File: src/rtl/gray_counter_src.sv
// gray_counter_src: registered Gray-code counter behind a single-entry
// valid/ready output stage. Supports up/down stepping, binary parallel load
// (load wins over en) and a one-cycle wrap pulse.
// Optional macro GRAY_CNT_CHECK_EN adds a sticky checker that raises err
// whenever a step changes other than exactly one bit of the code; without it
// err is tied to 0 and the port list is unchanged.
module gray_counter_src #(
    parameter int unsigned N = 4
) (
    input  logic         clk,
    input  logic         rst,
    input  logic         en,
    input  logic         up,
    input  logic         load,
    input  logic [N-1:0] load_bin,
    output logic         gray_valid,
    input  logic         gray_ready,
    output logic [N-1:0] gray,
    output logic         wrap,
    output logic         err
);

    typedef enum logic {
        EMPTY = 1'b0,
        FULL  = 1'b1
    } state_t;

    state_t       state_q, state_d;
    logic [N-1:0] bin_q, bin_d;
    logic [N-1:0] gray_q, gray_d;
    logic         wrap_q, wrap_d;
    logic         acc_c;

    // Output stage can take a new value when empty or when the consumer drains it
    assign acc_c = (state_q == EMPTY) || gray_ready;

    // Next-state, next-count and wrap decode
    always_comb begin
        state_d = state_q;
        bin_d   = bin_q;
        wrap_d  = 1'b0;
        if (load) begin
            bin_d   = load_bin;
            state_d = FULL;
        end else if (en && acc_c) begin
            if (up) begin
                bin_d  = bin_q + N'(1);
                wrap_d = (bin_q == {N{1'b1}});
            end else begin
                bin_d  = bin_q - N'(1);
                wrap_d = (bin_q == {N{1'b0}});
            end
            state_d = FULL;
        end else if ((state_q == FULL) && gray_ready) begin
            state_d = EMPTY;
        end
        gray_d = bin_d ^ (bin_d >> 1);
    end

    // State, count, code and wrap registers
    always_ff @(posedge clk or posedge rst) begin
        if (rst) begin
            state_q <= EMPTY;
            bin_q   <= '0;
            gray_q  <= '0;
            wrap_q  <= 1'b0;
        end else begin
            state_q <= state_d;
            bin_q   <= bin_d;
            gray_q  <= gray_d;
            wrap_q  <= wrap_d;
        end
    end

    assign gray_valid = (state_q == FULL);
    assign gray       = gray_q;
    assign wrap       = wrap_q;

`ifdef GRAY_CNT_CHECK_EN
    logic step_c;
    logic err_q;

    assign step_c = en && !load && acc_c;

    // Sticky flag: a step must flip exactly one code bit; loads are exempt
    always_ff @(posedge clk or posedge rst) begin
        if (rst) begin
            err_q <= 1'b0;
        end else if (step_c && ($countones(gray_q ^ gray_d) != 1)) begin
            err_q <= 1'b1;
        end
    end

    assign err = err_q;
`else
    assign err = 1'b0;
`endif

endmodule

File: config.mk
export PLATFORM = sky130hd
export DESIGN_NAME = gray_counter_src
export DESIGN_NICKNAME = d
export VERILOG_FILES = /design/src/rtl/gray_counter_src.sv
export SDC_FILE = /design/constraint.sdc
export NUM_CORES = 1
export LEC_CHECK = 0
export BUFFER_PORTS_ARGS = -buffer_cell sky130_fd_sc_hd__clkbuf_2
export CAP_MARGIN = 0
export CORE_UTILIZATION = 35
export DETAILED_ROUTE_END_ITERATION = 8
export GPL_TIMING_DRIVEN = 0
export PLACE_DENSITY = 0.64
export REMOVE_ABC_BUFFERS = 1
export SYNTH_ARGS = -nofsm -noshare
export SYNTH_HDL_FRONTEND = slang
export SYNTH_SLANG_ARGS = --single-unit
File: constraint.sdc
create_clock -name clk -period 3 [get_ports clk]
set_input_delay 0.15 -clock clk [delete_from_list [all_inputs] [get_ports clk]]
set_output_delay 0.15 -clock clk [all_outputs]
set_load 0.02 [all_outputs]
==> flow_summary.ini <==
[outcome]
status = complete, no violations

[yosys]
synth_seq_cells = 9
synthesis.area_um2 = 559
yosysWarningCount = 0
synth_seq_area_share_pct = 40.3
postSynthAreaPerCell_um2 = 10.6
synth_cell_types = 28
synthArstFlopShare_pct = 100
synth_ff_type = dfrtp_1
synth_edf_count = 0
synthCells = 53

[clock_network]
clk_pin_slew_worst_paths_ns = 0.06
clock_path_buffers = 2
tritoncts = yes
cts_sinks = 9
clockRootBuffer = clkbuf_4
clkLatencyLatePin_ns = 0.26
h-tree-depth = 1
cts-buffers-inserted = 3
post_cts_buffers = 0

[critical_path]
r2r_start = bin_q[2]
timing.critical_path.from_type = register
crit_type = register to register
crit_arrival_ns = 1.88
cp-end-kind = register
critPathMaxFanout = 4
r2r-end = gray[2]
critPathRequiredTime_ns = 3.13
setup.worst_path.start = bin_q[2]
r2r_slack_ns = 1.25
ff2ff_path_depth = 6

[grt]
grt_pass1_wl_um = 1520
overflow = 0
grt_pass1_vias = 364
antenna_found_initial = 0
grt_max_degree = 14
track_usage_pct = 12.0

[power_and_ir_drop]
p_sw_mw = 0.118
combPwrFrac_pct = 31.1
ir_drop_uv = 269
power_density_nw_per_um2 = 540
p_int_mw = 0.241
sequentialPowerShare_pct = 44.0
p_clk_share_pct = 24.9
p_leak_nw = 0.335
fin_total_pwr_mw = 0.359
switching_share_pct = 32.9

[finish]
diodes = 0
final_nets = 84
final_area_um2 = 664
area_delta_synth_final_pct = 18.8
fin_cells = 86
layout-drive-gt1-share_pct = 37.1

[timing]
hold_ws_ns = 0.150
final_hold_viol_count = 0
fin_crit_sh_pct = 58.3
final.setup_skew_ns = 0.00217
fin_crit_ns = 1.75
drv_slew = 0
fmax_ghz = 0.572
setup_viol = 0
grt_setup_unrepaired = false
tns_ns = 0

[detailed_routing]
vias = 430
via_per_inst = 5.00
first_pass_iters = 2
initialDrtViolationCount = 1
wl_um = 915
routedWlPerCell_um = 10.6
postRouteAntennaNets = 0
drc = 0

[floorplanning]
ios = 17
core-area_um2 = 1510
die_w_um = 42.0
die_y_um = 42.0
initial_core_util_pct = 37.1
fp.dieArea_um2 = 1760
rows = 14

[placement]
port-buffer-count = 15
place_inst = 81
dpl.hpwl_um = 764
gp_congestion = 0.682
placed_cell_area_um2 = 628

[job]
maxCapViolCount = 0

[hold_path]
min-delay-start = load_bin[1]
whs_endpoint = bin_q[1]
hold_path_depth = 3
hp-class = primary input to register
## synth_stat cells, drive strengths merged, types with 2 or more instances
cell type / instances / area, µm²
a21oi: 2 / 10.0
dfrtp: 9 / 225
xor2: 5 / 43.8
mux2i: 2 / 20.0
ha: 2 / 25.0
o21ai: 4 / 27.5
buf: 3 / 26.3
nand2: 6 / 25.0
nand3: 3 / 15.0
inv: 2 / 7.51
## power by group through the flow
stage / Sequential (mW) / Clock (mW) / Combinational (mW)
after floorplan: 0.178 / 0 / 0.0582
final: 0.158 / 0.0896 / 0.112
after global routing: 0.161 / 0.105 / 0.123
after global placement: 0.159 / 0 / 0.111
after detailed placement: 0.161 / 0 / 0.111
after CTS: 0.159 / 0.0943 / 0.113
## cell families after synthesis
group                      after synthesis  share of synthesized area [%]
adders and majority gates                3                           8.05
other                                    1                          0.670
buffers and inverters                    5                           6.04
and+or+nand+nor                         20                           23.7
xor gates and xnor gates                 5                           7.83
muxes                                    2                           3.58
AOI/OAI and AO/OA                        8                           9.84
DFF                                      9                           40.3
## worst max path at each step
stage | depth (start not counted) | endpoint | slack (ns)
5_1_grt | 6 | gray[2] | 1.16
3_3_place_gp | 8 | gray[2] | 1.28
6_report | 6 | gray[2] | 1.25
3_5_place_dp | 8 | gray[2] | 1.24
4_1_cts | 6 | gray[2] | 1.25
2_1_floorplan | 6 | gray[2] | 1.34
## worst max-delay path: stages, from the launching register on
cell,delay [ns]
dfrtp_1,0.41
ha_1,0.33
a21oi_1,0.15
nand2_1,0.07
a21boi_0,0.12
or3_4,0.40
xor2_1,0.15
## sequential cells by signal, indices dropped and copies added (netlist names)
signal,cells
gray,3
bin_q,4
gray_valid,1
wrap,1
## routing by layer
metal	vias to the layer above	GRT usage, %	routed length, µm
li1	218	-	-
met1	196	15.2	400
met2	16	17.5	446
met3	0	6.47	68
met4	0	3.87	0
met5	-	0	0
## what timing repair did
action	in CTS	in global routing
hold endpoints to repair	9	0
resized for setup	0	0
hold buffers	1	0
## area by class of cell
class	count	area [µm²]
fill	143	842
tap	16	20.0
multi-input combinational	39	300
timing repair buffer	16	85.1
sequential	9	225
inverter	2	7.51
clock buffer	4	26.3
## per-stage QoR
stage                     utilization (%)  setup slack (ns)
after floorplan                         -              1.34
after global placement               41.7              1.28
after detailed placement             41.7              1.24
after CTS                            44.1              1.25
after global routing                 44.1              1.16
final                                44.1              1.25
## cell usage in the layout, fill, tap and decap left out, types with 2 or more instances in the layout
| master | count |
|---|---|
| clkbuf_2 | 15 |
| dfrtp_1 | 9 |
| xor2_1 | 5 |
| nand2_1 | 5 |
| nand3_1 | 3 |
| clkbuf_4 | 3 |
| inv_1 | 2 |
| mux2i_1 | 2 |
| o21ai_2 | 2 |
| o21ai_0 | 2 |
| a21oi_1 | 2 |
| ha_1 | 2 |
No activity file was read; power rests on OpenSTA's default activity.
